### config.mk
export PLATFORM = sky130hd
export DESIGN_NAME = fp_axis_issuer
export DESIGN_NICKNAME = d
export VERILOG_FILES = /design/src/rtl/fp_axis_issuer.sv
export SDC_FILE = /design/constraint.sdc
export NUM_CORES = 1
export LEC_CHECK = 0
export ABC_AREA = 1
export BUFFER_PORTS_ARGS = -buffer_cell sky130_fd_sc_hd__buf_4
export CORE_MARGIN = 4
export CORE_UTILIZATION = 53
export CTS_CLUSTER_DIAMETER = 30
export DETAILED_ROUTE_END_ITERATION = 8
export PLACE_DENSITY = 0.9
export SYNTH_ARGS = -nofsm -noshare
export SYNTH_HDL_FRONTEND = slang
export SYNTH_SLANG_ARGS = --single-unit
### constraint.sdc
create_clock -name clk -period 2.83 [get_ports clk]
set_clock_uncertainty 0.15 [all_clocks]
set_input_delay 0.1415 -clock clk [delete_from_list [all_inputs] [get_ports clk]]
set_output_delay 0.1415 -clock clk [all_outputs]
set_load 0.05 [all_outputs]
### src/rtl/fp_axis_issuer.sv
`default_nettype none
// ---------------------------------------------------------------------------
// fp_axis_issuer : AXI4-Stream operand issuer / credit-protected result FIFO
//                  for clk/ce-wrapped floating-point operator cores.
// Revision 1.0
// ---------------------------------------------------------------------------
module fp_axis_issuer #(
   parameter int DATA_W     = 32,
   parameter int FIFO_DEPTH = 4,
   parameter int CNT_W      = 3
) (
   input  logic              clk,
   input  logic              rst_n,
   input  logic              req_valid,
   output logic              req_ready,
   input  logic [DATA_W-1:0] req_a,
   input  logic [DATA_W-1:0] req_b,
   output logic              m_axis_a_tvalid,
   input  logic              m_axis_a_tready,
   output logic [DATA_W-1:0] m_axis_a_tdata,
   output logic              m_axis_b_tvalid,
   input  logic              m_axis_b_tready,
   output logic [DATA_W-1:0] m_axis_b_tdata,
   input  logic              s_axis_result_tvalid,
   output logic              s_axis_result_tready,
   input  logic [DATA_W-1:0] s_axis_result_tdata,
   output logic              rsp_valid,
   input  logic              rsp_ready,
   output logic [DATA_W-1:0] rsp_data,
   output logic [CNT_W-1:0]  outstanding,
   output logic              err_unexpected
);

   localparam int             PTR_W   = $clog2(FIFO_DEPTH);
   localparam logic [CNT_W-1:0] DEPTH_C = CNT_W'(FIFO_DEPTH);

   typedef enum logic {CH_IDLE = 1'b0, CH_PEND = 1'b1} ch_state_e;
   typedef enum logic [1:0] {
      PAIR_EMPTY  = 2'b00,
      PAIR_B_ONLY = 2'b01,
      PAIR_A_ONLY = 2'b10,
      PAIR_BOTH   = 2'b11
   } pair_state_e;

   ch_state_e           a_state_q, a_state_d, b_state_q, b_state_d;
   pair_state_e         pair_state;
   logic [DATA_W-1:0]   a_data_q, a_data_d, b_data_q, b_data_d;
   logic [CNT_W-1:0]    out_q, out_d;
   logic [PTR_W:0]      wr_ptr_q, wr_ptr_d, rd_ptr_q, rd_ptr_d;
   logic                err_q, err_d;
   logic [DATA_W-1:0]   mem_q [FIFO_DEPTH];

   logic fifo_empty, fifo_full, req_fire, push, pop, pop_credit;

   assign pair_state = pair_state_e'({a_state_q == CH_PEND, b_state_q == CH_PEND});
   assign fifo_empty = (wr_ptr_q == rd_ptr_q);
   assign fifo_full  = (wr_ptr_q[PTR_W] != rd_ptr_q[PTR_W]) &&
                       (wr_ptr_q[PTR_W-1:0] == rd_ptr_q[PTR_W-1:0]);

   // No bypass: a new pair is only taken once both channels have drained.
   assign req_ready  = (pair_state == PAIR_EMPTY) && (out_q < DEPTH_C);
   assign req_fire   = req_valid && req_ready;
   assign push       = s_axis_result_tvalid && s_axis_result_tready;
   assign pop        = rsp_valid && rsp_ready;
   // An unexpected beat carries no credit, so popping it must not underflow.
   assign pop_credit = pop && (out_q != '0);

   assign m_axis_a_tvalid      = (a_state_q == CH_PEND);
   assign m_axis_b_tvalid      = (b_state_q == CH_PEND);
   assign m_axis_a_tdata       = a_data_q;
   assign m_axis_b_tdata       = b_data_q;
   assign s_axis_result_tready = !fifo_full;
   assign rsp_valid            = !fifo_empty;
   assign rsp_data             = mem_q[rd_ptr_q[PTR_W-1:0]];
   assign outstanding          = out_q;
   assign err_unexpected       = err_q;

   always_comb begin
      a_state_d = a_state_q;
      b_state_d = b_state_q;
      a_data_d  = a_data_q;
      b_data_d  = b_data_q;
      out_d     = out_q;
      err_d     = err_q;
      wr_ptr_d  = wr_ptr_q + {{PTR_W{1'b0}}, push};
      rd_ptr_d  = rd_ptr_q + {{PTR_W{1'b0}}, pop};

      if (req_fire) begin
         a_state_d = CH_PEND;
         b_state_d = CH_PEND;
         a_data_d  = req_a;
         b_data_d  = req_b;
      end else begin
         if (a_state_q == CH_PEND && m_axis_a_tready) a_state_d = CH_IDLE;
         if (b_state_q == CH_PEND && m_axis_b_tready) b_state_d = CH_IDLE;
      end

      case ({req_fire, pop_credit})
         2'b10:   out_d = out_q + CNT_W'(1);
         2'b01:   out_d = out_q - CNT_W'(1);
         default: out_d = out_q;
      endcase

      if (push && (out_q == '0) && !req_fire) err_d = 1'b1;
   end

   always_ff @(posedge clk or negedge rst_n) begin
      if (!rst_n) begin
         a_state_q <= CH_IDLE;
         b_state_q <= CH_IDLE;
         a_data_q  <= '0;
         b_data_q  <= '0;
         out_q     <= '0;
         err_q     <= 1'b0;
         wr_ptr_q  <= '0;
         rd_ptr_q  <= '0;
      end else begin
         a_state_q <= a_state_d;
         b_state_q <= b_state_d;
         a_data_q  <= a_data_d;
         b_data_q  <= b_data_d;
         out_q     <= out_d;
         err_q     <= err_d;
         wr_ptr_q  <= wr_ptr_d;
         rd_ptr_q  <= rd_ptr_d;
      end
   end

   // Storage needs no reset; validity is carried entirely by the pointers.
   always_ff @(posedge clk) begin
      if (push) mem_q[wr_ptr_q[PTR_W-1:0]] <= s_axis_result_tdata;
   end

endmodule
`default_nettype wire
== Yosys cells after proc, flatten, opt, wreduce, memory -nomap -nowiden ==
Memory sizes are Yosys's and may differ from the RTL's.
Index checks and enable logic that the tools add are counted.
Operators by class
  add/subtract/negate cells: 4
  order comparisons: 1
  equality and inequality tests: 5
  multiplexer cells: 7
  reductions and logical operators: 19
Operators by type and width (number)
  $logic_and 1x1->1: 10
  $add 3x1->3: 2
  $mux 1: 6
  $pmux 3 s2: 1
  $reduce_bool 2->1: 3
  $add 3x1->3 const B: 1
  $eq 3x3->1: 1
  $logic_not 1->1: 3
  $logic_not 3->1: 1
  $lt 3x3->1 const B: 1
  $reduce_bool 3->1: 1
  $sub 3x1->3 const B: 1
  $eq 2x1->1 const B: 1
  $eq 2x2->1: 1
  $eq 2x2->1 const B: 1
  $logic_not 2->1: 1
  $ne 1x1->1: 1
Word-level totals
  flip-flop bits (word level): 76
  RAM bits: 128
  input bits: 103
  output and inout port bits: 105
  logic and storage cells: 45
  memories kept: 1
Memories
  mem_q: depth 4, bits a word 32, rd ports 1, clocked after Yosys merged registers in 0, write ports 1, line 51  | logic [DATA_W-1:0] mem_q [FIFO_DEPTH];

== Longest topological paths before layout ==
  depth in word-level cells: 6
  mapped depth: 14

== Worst setup path after synthesis ==
OpenSTA, ideal clock, no wires.
  path type: flip-flop to flip-flop
  start: register out_q[2], in the netlist outstanding[2]
  end: register out_q[2], in the netlist outstanding[2]
  library setup time: 143 ps
  arrival time: 2189 ps
  data required time: 2537 ps
  setup slack: 348 ps
  cell stages (with the launch flop): 11
  path buffers: 2
  clock period less this slack: 2482 ps
  cells stage by stage: dfrtp_1 -> nor2_1 -> nand3_2 -> buf_6 -> buf_6 -> ha_1 -> inv_1 -> fa_1 -> or2_2 -> nand2_1 -> xnor2_1
Between the ends
  cells in the longest elaborated chain, start to end: 5
RTL lines
  start: declaration: line 48  | logic [CNT_W-1:0] out_q, out_d;
  start signal: assignment: line 122  | out_q <= out_d;
  $lt 3x3->1: line 61  | assign req_ready = (pair_state == PAIR_EMPTY) && (out_q < DEPTH_C);
  $logic_and 1x1->1: line 61
  $logic_and 1x1->1: line 62  | assign req_fire = req_valid && req_ready;
  $eq 2x1->1 or $eq 2x2->1 (tied branches): line 98  | case ({req_fire, pop_credit})
  $pmux 3 s2 or $reduce_bool 2->1 (tied branches)
Parallel ways exist; a longest one is shown, timed or not.
A chain may end at the register's enable or synchronous reset.

== Final worst setup path ==
  start: register rd_ptr_q[0]
  end: output port rsp_data[3]
Between the ends
  cells in the longest elaborated chain, start to end: 1
RTL lines
  start: declaration: line 49  | logic [PTR_W:0] wr_ptr_q, wr_ptr_d, rd_ptr_q, rd_ptr_d;
  start signal: assignment: line 125  | rd_ptr_q <= rd_ptr_d;
  $mem_v2 4x32
  end: declaration: line 29  | output logic [DATA_W-1:0] rsp_data,
Every way passes these cells.

==> results.toml <==
[clocking]
cts_tree = "built"
number_of_buffers_added_by_the_clock_tree_synthesis_step = 39
clk-insertion-delay-late_ns = 0.50
ctsLongestPathBuffers = 3
worst_setup_hold_path_clk_slew_ns = 0.05
postCtsResizedCells = 0
cts_htree_levels = 2
ctsRootBufferMaster = "sky130_fd_sc_hd__clkbuf_16"
cts.sinks = 204

[layout]
fillCellCount = 716
final-seq-area_um2 = 5750
flow.area_growth_from_synthesis_pct = 50.0
finish.cell_count_without_fillers = 1194
design.final.nets = 1088
layout-drive-gt1-share = 0.314
area_taken_by_multi_input_logic_gates_um2 = 1740

[grt]
grt_first_pass_wirelength_mm = 35.9
gr-total-overflow = 0
grt_start_max_net_pins = 132
grt_total_usage = 0.276
grt_pass1_vias = 6834
antenna_violations_before_repair = 1

[timing]
final_count_of_hold_timing_violations = 0
setup_viol = 0
drv_slew = 0
max_clock_freq_mhz = 393
timing_worst_slew_pin_value_ns = 0.650
finalCriticalPeriod_ns = 2.55
rsz0062_at_grt = "false"
final_min_period_over_clock_period = 0.900
max-slew-margin-rel = 0.567
finalSetupTns_ns = 0

[routing]
detail_route.wl_per_cell_um = 19.6
drtPass1Iterations = 5
drt.antenna.violating_nets = 0
drc = 0
detail_route.iter0.violations = 508
dr_total_vias = 6370
via_per_inst = 5.34
route.final.wire_length_mm = 23.4

[status]
status = "finished, final reports clean"

[synthesis]
yosys_register_bits = 204
ys_seq_area_frac = 0.718
netlist_area_um2 = 8000
yosysWarnings = 0
number_of_different_library_cells_in_the_post_synthesis_netlist = 26
synth_largest_area_cell = "sky130_fd_sc_hd__edfxtp_1"
mappedNetlistNets = 761
post_synth.cell_area_avg_um2 = 12.3
synth_largest_type_area_fraction = 0.481
syn-instance-count = 652
yosys-top-cells-area = "sky130_fd_sc_hd__edfxtp_1, sky130_fd_sc_hd__dfrtp_1, sky130_fd_sc_hd__nand2_1, sky130_fd_sc_hd__o21ai_1, sky130_fd_sc_hd__inv_1"

[worst_setup_path]
r2r-end = "outstanding[2]"
crit_type = "reg2out"
timing.critical_path.required_ns = 2.54
worst-r2r-cell-count = 12
worstSetupEndpointType = "output pin"
r2r_slack_ns = 0.52
cp-start-kind = "flop"
timing.critical_path.arrival_ns = 2.26
worstPathMaxFanout = 64
rr_startpoint = "rd_ptr_q[1]"

[floorplan]
chipWidth_um = 131
std_cell_rows = 44
num_io_pins = 208
die-area_um2 = 17100
die_h_um = 131
placeable_area_um2 = 14600
initial_core_util = 0.546

[power_and_ir_drop]
leakage_nw = 5.31
p_per_area_nw_per_um2 = 1390
peakVddDrop_mv = 0.994

[placement]
routabilityCongestion = 0.745
dp_hpwl_mm = 11.8
io_buffers = 207
number_of_instances_in_the_placed_design = 1021

[hold_path]
timing.hold.worst.class = "in2async"

[flow_run]
drv_cap = 0
-- metrics by stage --
stage               power (W)  hold WS (ns)  utilization  instance area (um^2)  setup WS, ns
finish                 0.0167        0.0277        0.819                 12000         0.283
global route           0.0174        0.0925        0.819                 12000         0.171
CTS                    0.0165        0.0239        0.819                 12000         0.331
detailed placement     0.0118        0.0213        0.660                  9670         0.545
global placement       0.0117        0.0197        0.660                  9670         0.670
floorplan             0.00968        -0.304            -                  8000         0.348
-- timing repair --
| action | in CTS | in global routing |
|---|---|---|
| hold buffers | 101 | 0 |
| hold endpoints to repair | 252 | 0 |
| setup buffers | 0 | 0 |
-- worst max-delay path, cell delays in order (launching register included) --
cell and delay [ns]:
sky130_fd_sc_hd__dfrtp_2 0.42, sky130_fd_sc_hd__inv_2 0.08, sky130_fd_sc_hd__buf_4 0.51, sky130_fd_sc_hd__o21ai_0 0.29, sky130_fd_sc_hd__o22ai_1 0.20, sky130_fd_sc_hd__buf_4 0.23
-- sequential cells by signal (all words and copies together) (netlist names) --
name and flops:
outstanding 3, err_unexpected 1, m_axis_b_tdata 32, m_axis_a_tdata 32
wr_ptr_q 3, m_axis_b_tvalid 1, mem_q 128, rd_ptr_q 3
m_axis_a_tvalid 1
-- worst max-delay path by stage --
stage	from	end	cells past startpoint	slack [ns]
floorplan	outstanding[2]	outstanding[2]	10	0.35
global placement	rd_ptr_q[1]	outstanding[2]	12	0.67
detailed placement	rd_ptr_q[1]	outstanding[2]	12	0.55
CTS	rd_ptr_q[0]	rsp_data[26]	5	0.33
global route	rd_ptr_q[0]	rsp_data[30]	5	0.17
finish	rd_ptr_q[0]	rsp_data[3]	5	0.28
-- routing by layer --
| layer | routed length (um) | track usage | share of wire |
|---|---|---|---|
| met1 | 8490 | 0.323 | 0.36 |
| met2 | 11900 | 0.480 | 0.51 |
| met3 | 2220 | 0.0813 | 0.095 |
| met4 | 772 | 0.111 | 0.033 |
| met5 | 0 | 0 | 0 |
-- final cells by class --
cell class | instances | share of cell area
diodes | 1 | 0.000209
flip-flops and latches | 204 | 0.479
inverters | 80 | 0.0250
well taps | 184 | 0.0192
clock inverters | 24 | 0.0186
clock buffers | 47 | 0.0908
multi-input cells | 334 | 0.145
repair buffers | 320 | 0.222
-- synth_stat cells --
cell type / number
sky130_fd_sc_hd__edfxtp_1: 128
sky130_fd_sc_hd__nand2_1: 80
sky130_fd_sc_hd__inv_1: 79
sky130_fd_sc_hd__dfrtp_1: 76
sky130_fd_sc_hd__nor2_1: 66
sky130_fd_sc_hd__o21ai_1: 60
sky130_fd_sc_hd__o21ai_0: 54
sky130_fd_sc_hd__o22ai_1: 32
sky130_fd_sc_hd__o21ai_2: 17
sky130_fd_sc_hd__clkbuf_1: 15
sky130_fd_sc_hd__buf_6: 14
sky130_fd_sc_hd__ha_1: 5
sky130_fd_sc_hd__nor2_2: 4
sky130_fd_sc_hd__buf_2: 3
sky130_fd_sc_hd__nand2_4: 3
sky130_fd_sc_hd__buf_4: 2
sky130_fd_sc_hd__nand3_2: 2
sky130_fd_sc_hd__nor3_1: 2
sky130_fd_sc_hd__xnor2_1: 2
sky130_fd_sc_hd__xor2_1: 2
sky130_fd_sc_hd__a21oi_1: 1
sky130_fd_sc_hd__fa_1: 1
sky130_fd_sc_hd__inv_2: 1
sky130_fd_sc_hd__nand3_1: 1
sky130_fd_sc_hd__nand3_4: 1
sky130_fd_sc_hd__or2_2: 1
-- kinds of logic (layout without fill, tap and decap cells) --
family | Yosys count | in the layout | synth area share
AO/OA/AOI/OAI | 164 | 164 | 0.116
XOR/XNOR | 4 | 4 | 0.00438
adder cells (fa/ha/maj) | 6 | 6 | 0.0103
buffers and inverters | 114 | 471 | 0.0681
flip-flops | 204 | 204 | 0.718
other | 0 | 1 | 0
AND/OR/NAND/NOR | 160 | 160 | 0.0832
-- report_power, final --
| group | switching [W] | internal, W | leakage, nW | total, W |
|---|---|---|---|---|
| combinational | 0.00546 | 0.00208 | 2.57 | 0.00754 |
| sequential | 0.000504 | 0.00414 | 2.11 | 0.00464 |
| clock | 0.00154 | 0.00295 | 0.623 | 0.00449 |
-- cell usage in the layout (no fill, tap or decap), types with 2 or more instances in the layout --
cell type                         n
sky130_fd_sc_hd__xnor2_1          2
sky130_fd_sc_hd__nor2_1          66
sky130_fd_sc_hd__clkinv_4         2
sky130_fd_sc_hd__nand3_4          2
sky130_fd_sc_hd__clkbuf_16       41
sky130_fd_sc_hd__inv_6            7
sky130_fd_sc_hd__buf_4          218
sky130_fd_sc_hd__o21ai_1         60
sky130_fd_sc_hd__o21ai_2         17
sky130_fd_sc_hd__clkbuf_1         2
sky130_fd_sc_hd__xor2_1           2
sky130_fd_sc_hd__clkbuf_8         4
sky130_fd_sc_hd__clkinv_2         4
sky130_fd_sc_hd__nand2_1         80
sky130_fd_sc_hd__ha_1             5
sky130_fd_sc_hd__o22ai_1         32
sky130_fd_sc_hd__nor3_1           2
sky130_fd_sc_hd__dfrtp_1         75
sky130_fd_sc_hd__inv_1           79
sky130_fd_sc_hd__nand2_4          3
sky130_fd_sc_hd__bufinv_16        2
sky130_fd_sc_hd__clkinvlp_4       8
sky130_fd_sc_hd__nor2_4           4
sky130_fd_sc_hd__dlygate4sd3_1  101
sky130_fd_sc_hd__edfxtp_1       128
sky130_fd_sc_hd__o21ai_0         54
Power figures use the tool's default switching activity.
